`src/rtl/control_unit.sv`:
```
// Multi-cycle instruction sequencer: fetches from an instruction ROM and drives the
// register-file / data-memory / ALU controls. Optional single-step: CONTROL_UNIT_STEP_EN.

`ifndef A_ZERO
`define A_ZERO 4'd0
`endif
`ifndef A_ADD
`define A_ADD 4'd1
`endif
`ifndef A_SUB
`define A_SUB 4'd2
`endif

module control_unit #(
    parameter int WIDTH    = 16,
    parameter int D_ADDR_W = 8,
    parameter int R_ADDR_W = 4,
    parameter int I_ADDR_W = 7
) (
    input  logic                clk,
    input  logic                rst_n,
`ifdef CONTROL_UNIT_STEP_EN
    input  logic                step,
`endif
    input  logic [WIDTH-1:0]    instr,
    output logic [I_ADDR_W-1:0] I_addr,
    output logic [D_ADDR_W-1:0] D_addr,
    output logic                D_wr,
    output logic [R_ADDR_W-1:0] RF_W_addr,
    output logic [R_ADDR_W-1:0] RF_A_addr,
    output logic [R_ADDR_W-1:0] RF_B_addr,
    output logic                RF_s,
    output logic                RF_W_en,
    output logic [3:0]          ALU_sel,
    output logic [2:0]          state,
    output logic                halted
);

    localparam logic [2:0] S_INIT   = 3'd0;
    localparam logic [2:0] S_FETCH  = 3'd1;
    localparam logic [2:0] S_DECODE = 3'd2;
    localparam logic [2:0] S_LOAD_A = 3'd3;
    localparam logic [2:0] S_LOAD_B = 3'd4;
    localparam logic [2:0] S_STORE  = 3'd5;
    localparam logic [2:0] S_ALU    = 3'd6;
    localparam logic [2:0] S_HALT   = 3'd7;

    localparam logic [3:0] OP_STORE = 4'd1;
    localparam logic [3:0] OP_LOAD  = 4'd2;
    localparam logic [3:0] OP_ADD   = 4'd3;
    localparam logic [3:0] OP_SUB   = 4'd4;
    localparam logic [3:0] OP_HALT  = 4'd5;

    logic [2:0]          r_state;
    logic [I_ADDR_W-1:0] r_pc;
    logic [WIDTH-1:0]    r_ir;
    logic                w_fetch_go;

`ifdef CONTROL_UNIT_STEP_EN
    assign w_fetch_go = step;
`else
    assign w_fetch_go = 1'b1;
`endif

    always_ff @(posedge clk or negedge rst_n) begin
        if (!rst_n) begin
            r_state <= S_INIT;
            r_pc    <= '0;
            r_ir    <= '0;
        end else begin
            case (r_state)
                S_INIT: r_state <= S_FETCH;
                S_FETCH: begin
                    // PC wraps naturally at 2**I_ADDR_W.
                    if (w_fetch_go) begin
                        r_pc    <= r_pc + I_ADDR_W'(1);
                        r_state <= S_DECODE;
                    end
                end
                S_DECODE: begin
                    r_ir <= instr;
                    case (instr[15:12])
                        OP_LOAD:        r_state <= S_LOAD_A;
                        OP_STORE:       r_state <= S_STORE;
                        OP_ADD, OP_SUB: r_state <= S_ALU;
                        OP_HALT:        r_state <= S_HALT;
                        default:        r_state <= S_FETCH;
                    endcase
                end
                S_LOAD_A: r_state <= S_LOAD_B;
                S_LOAD_B: r_state <= S_FETCH;
                S_STORE:  r_state <= S_FETCH;
                S_ALU:    r_state <= S_FETCH;
                default:  r_state <= S_HALT;
            endcase
        end
    end

    // Controls decode purely from state and IR so reset idles them without a clock.
    always_comb begin
        D_addr    = '0;
        D_wr      = 1'b0;
        RF_W_addr = '0;
        RF_A_addr = '0;
        RF_B_addr = '0;
        RF_s      = 1'b0;
        RF_W_en   = 1'b0;
        ALU_sel   = `A_ZERO;
        case (r_state)
            S_LOAD_A: D_addr = D_ADDR_W'(r_ir[7:0]);
            S_LOAD_B: begin
                D_addr    = D_ADDR_W'(r_ir[7:0]);
                RF_W_addr = R_ADDR_W'(r_ir[11:8]);
                RF_W_en   = 1'b1;
            end
            S_STORE: begin
                D_addr    = D_ADDR_W'(r_ir[7:0]);
                RF_A_addr = R_ADDR_W'(r_ir[11:8]);
                D_wr      = 1'b1;
            end
            S_ALU: begin
                RF_A_addr = R_ADDR_W'(r_ir[7:4]);
                RF_B_addr = R_ADDR_W'(r_ir[3:0]);
                RF_W_addr = R_ADDR_W'(r_ir[11:8]);
                RF_s      = 1'b1;
                RF_W_en   = 1'b1;
                ALU_sel   = (r_ir[15:12] == OP_SUB) ? `A_SUB : `A_ADD;
            end
            default: ;
        endcase
    end

    assign I_addr = r_pc;
    assign state  = r_state;
    assign halted = (r_state == S_HALT);

endmodule

```
`config.mk`:
```
export PLATFORM = sky130hd
export DESIGN_NAME = control_unit
export DESIGN_NICKNAME = d
export VERILOG_FILES = /design/src/rtl/control_unit.sv
export SDC_FILE = /design/constraint.sdc
export NUM_CORES = 1
export LEC_CHECK = 0
export ABC_AREA = 0
export CELL_PAD_IN_SITES_DETAIL_PLACEMENT = 1
export CELL_PAD_IN_SITES_GLOBAL_PLACEMENT = 1
export CORE_MARGIN = 5
export CORE_UTILIZATION = 35
export CTS_CLUSTER_SIZE = 25
export DETAILED_ROUTE_END_ITERATION = 8
export HOLD_SLACK_MARGIN = 0.03
export PLACE_DENSITY = 0.83
export SLEW_MARGIN = 15
export SYNTH_ARGS = -nofsm -noshare
export SYNTH_HDL_FRONTEND = slang
export SYNTH_SLANG_ARGS = --single-unit
```
`constraint.sdc`:
```
create_clock -name clk -period 3 [get_ports clk]
set_input_delay 0.3 -clock clk [delete_from_list [all_inputs] [get_ports clk]]
set_output_delay 0.3 -clock clk [all_outputs]
set_load 0.02 [all_outputs]
```
==> qor_table.md <==
| Metric | This run | Unit |
|---|---|---|
| Detailed-routing iteration count for the pre-antenna-repair pass | 4 | - |
| Max-cap violation count | 0 | - |
| Final #Nets | 182 | - |
| Post-Synthesis Cells | 110 | - |
| Element type at the critical path start | flip-flop | - |
| Predominant post-synthesis flop cell | sky130_fd_sc_hd__dfrtp_1 | - |
| Tcrit/Tclk final | 0.8871 | - |
| Layout cell share with drive strength beyond 1 | 0.1728 | - |
| Worst rel slew slack | 0.6076 | - |
| Via-to-Cell Ratio | 4.881 | - |
| DR iter-0 viols | 25 | - |
| HPWL after DPL | 2693 | um |
| Part of the Yosys area used for sequential elements | 0.4753 | - |
| Async SR Flop Fraction | 1.000 | - |
| Setup violators final | 0 | - |
| Number of clock buffers inserted by TritonCTS | 3 | - |
| Cts hold-fix bufs | 0 | - |
| R2r startpoint | state[1]$_DFF_PN0_ | - |
| Hold Violations, Final | 0 | - |
| Number of antenna violations at the first check in global routing | 0 | - |
| Cells along the critical path | nand2_1 -> mux2i_1 -> and2_1 -> clkdlybuf4s50_1 | - |
| Initial core utilization | 0.3684 | - |
| Most area-consuming cells after synthesis | sky130_fd_sc_hd__dfrtp_1 48%, sky130_fd_sc_hd__mux2_4 11%, sky130_fd_sc_hd__and2_1 5.9% | - |
| Critical Path Slowest Stage Cell | sky130_fd_sc_hd__dfrtp_1 | - |
| Number of cells upsized or downsized after cts | 0 | - |
| R2r endpoint | r_ir[1]$_DFFE_PN0P_ | - |
| Port buffer count | 53 | - |
| Overall die width | 72.54 | um |
| Crit path largest cell delay | 0.62 | ns |
| Post-synth cell types | 32 | - |
| TritonCTS Sinks | 26 | - |
| Die Outline Area | 5261 | um^2 |
| CP Max Fanout | 16 | - |
| Arrival time at the worst endpoint | 2.36 | ns |
| Area of the placeable core | 3716 | um^2 |
| Power density over cell area | 1063 | nW/um^2 |
| Leakage power summed over all cells | 0.8258 | nW |
| Area of the mapped netlist | 1369 | um^2 |
| Clock Pin Slew Worst Setup and Hold Paths | 0.09 | ns |
| RSZ-0062 raised after global routing | false | - |
| Yosys synthesis warning count | 0 | - |
| Clock period minus final worst setup slack | 2.661 | ns |
| Insertion delay of the later-clocked pin in the worst-skew pair | 0.26 | ns |
| GPL Wtd Cong | 0.7645 | - |
| Worst setup EP type | output pin | - |
| Total negative setup slack | 0 | ns |
| Count of unresolved DRC violations after routing | 0 | - |
| Library cell with the largest summed area after synthesis | sky130_fd_sc_hd__dfrtp_1 | - |
| Number of global-route vias before repair | 1092 | - |
| Maximum clock skew at final layout | 0.001363 | ns |
| Peak VDD IR | 441.2 | uV |
| Final core utilization | 0.5306 | - |
| Routed Wire Length | 3525 | um |
| TritonCTS clock tree | yes | - |
| Post-synth top area share | 0.4753 | - |
| Cell row count | 22 | - |
| Pin count of the biggest net entering global routing | 27 | - |
| Worst R2R Path Depth | 3 | - |
| Number of fill cells in the layout | 396 | - |
| WL per Instance | 16.79 | um |
| Required time worst endpoint | 2.70 | ns |
| Die Y | 72.54 | um |
| Number of register bits inferred by synthesis | 26 | - |
| Number of top-level pins | 56 | - |
| Result of the run | finished, final reports clean | - |
| Root buffer selected by CTS | sky130_fd_sc_hd__clkbuf_8 | - |
| Number of enable-type register cells in the synthesized netlist | 0 | - |
| Clock buffer depth | 2 | - |
| Diodes inserted | 0 | - |
| Slack of the worst reg-to-reg path | 1.33 | ns |
| Fmax | 375.8 | MHz |
| Vias | 1025 | - |
| Buffer count from post-CTS setup fixing | 0 | - |
| Final count of pins violating max slew | 0 | - |
| Classification of the worst-slack hold path | primary input to async pin | - |
| Crit Path Category | flip-flop to output pin | - |
| Total overflow reported by the global router | 0 | - |
| Final-layout worst hold slack | 0.3949 | ns |
| Slew at the pin closest to its max-slew limit | 0.5722 | ns |
| First-pass GRT wire length | 5623 | um |
| Post-Syn Area per Cell | 12.44 | um^2 |
| Detail Route Antenna Nets | 0 | - |
| Global router's overall resource usage | 0.1355 | - |
| H-tree level count | 1 | - |
| Area delta synth->final | 44.06 | % |
## synthesized netlist by cell type (all sizes together) (2+ instances only)
library cell,count
nor2b,2
nor2,2
buf,5
xor2,2
and3,7
and2,14
a21oi,2
nand2,2
clkbuf,4
mux2,17
a22o,4
nor3b,2
xnor2,5
nand4,4
dfrtp,26
## cell families (layout without fill, tap and decap cells)
kind of cell,Yosys count,count (layout),share of synthesized area
AOI/OAI and AO/OA,10,10,0.05668
xor gates and xnor gates,7,7,0.04479
muxes,18,18,0.1746
adders and majority gates,1,1,0.009139
buffers and inverters,9,60,0.05027
other,1,2,0.002740
DFF,26,26,0.4753
and+or+nand+nor,38,38,0.1865
## placed cells by master, fill, tap and decap left out, types with 2 or more instances in the layout
master,instances
sky130_fd_sc_hd__buf_4,3
sky130_fd_sc_hd__nand2_1,2
sky130_fd_sc_hd__xnor2_1,5
sky130_fd_sc_hd__conb_1,2
sky130_fd_sc_hd__mux2_4,10
sky130_fd_sc_hd__mux2_2,7
sky130_fd_sc_hd__nor2_1,2
sky130_fd_sc_hd__nor2b_1,2
sky130_fd_sc_hd__a21oi_1,2
sky130_fd_sc_hd__and2_1,13
sky130_fd_sc_hd__clkdlybuf4s50_1,53
sky130_fd_sc_hd__dfrtp_1,26
sky130_fd_sc_hd__clkbuf_8,4
sky130_fd_sc_hd__nand4_1,4
sky130_fd_sc_hd__a22o_1,4
sky130_fd_sc_hd__xor2_1,2
sky130_fd_sc_hd__and3_1,7
## worst max-delay path, delay by kind of cell (launching register included)
kind          cells  cell delay [ns]
mux               1             0.48
simple gates      2             0.38
flops             1             0.62
buf+inv           1             0.61
## through the flow
step | setup slack, ns | power [W] | instances | cell area [um^2]
finish | 0.3387 | 0.002097 | 210 | 1972
global route | 0.1356 | 0.002220 | 210 | 1972
CTS | 0.3152 | 0.002128 | 210 | 1972
detailed placement | 0.6584 | 0.001886 | 206 | 1917
global placement | 0.7450 | 0.001845 | 206 | 1917
floorplan | 1.104 | 0.001417 | 111 | 1373
## cell type report
class | count | area, um^2 | area share
multi-input cells | 76 | 653.1 | 0.3312
flip-flops and latches | 26 | 650.6 | 0.3299
repair buffers | 56 | 553.0 | 0.2805
well taps | 48 | 60.06 | 0.03046
clock buffers | 4 | 55.05 | 0.02792
## power breakdown
part | internal (W) | leakage, nW | total (W) | switching [W]
clock | 0.000117 | 0.0288 | 0.000224 | 0.000107
sequential | 0.000524 | 0.310 | 0.000719 | 0.000195
combinational | 0.000637 | 0.486 | 0.00115 | 0.000516
total | 0.00128 | 0.826 | 0.00210 | 0.000819
## layer usage
layer / vias to the layer above / share of wire / GRT usage
li1: 482 / - / -
met5: - / 0 / 0
met1: 506 / 0.42 / 0.1645
met4: 0 / 0.0017 / 0.01844
met3: 2 / 0.072 / 0.03324
met2: 35 / 0.51 / 0.2465
## how the worst max path moves through the flow
stage                             startpoint          to  slack [ns]  cells past startpoint
after detailed placement  state[1]$_DFF_PN0_   D_addr[6]        0.66                      4
final                     state[1]$_DFF_PN0_   D_addr[2]        0.34                      4
after global placement    state[1]$_DFF_PN0_   D_addr[2]        0.74                      4
after global routing      state[1]$_DFF_PN0_   D_addr[2]        0.14                      4
after floorplan           state[2]$_DFF_PN0_  ALU_sel[0]        1.10                      5
after CTS                 state[1]$_DFF_PN0_   D_addr[2]        0.32                      4
## sequential cells by signal (all words and copies together) (netlist names)
| signal | flops |
|---|---|
| state | 3 |
| I_addr | 7 |
| r_ir | 16 |
Power figures use the tool's default switching activity.
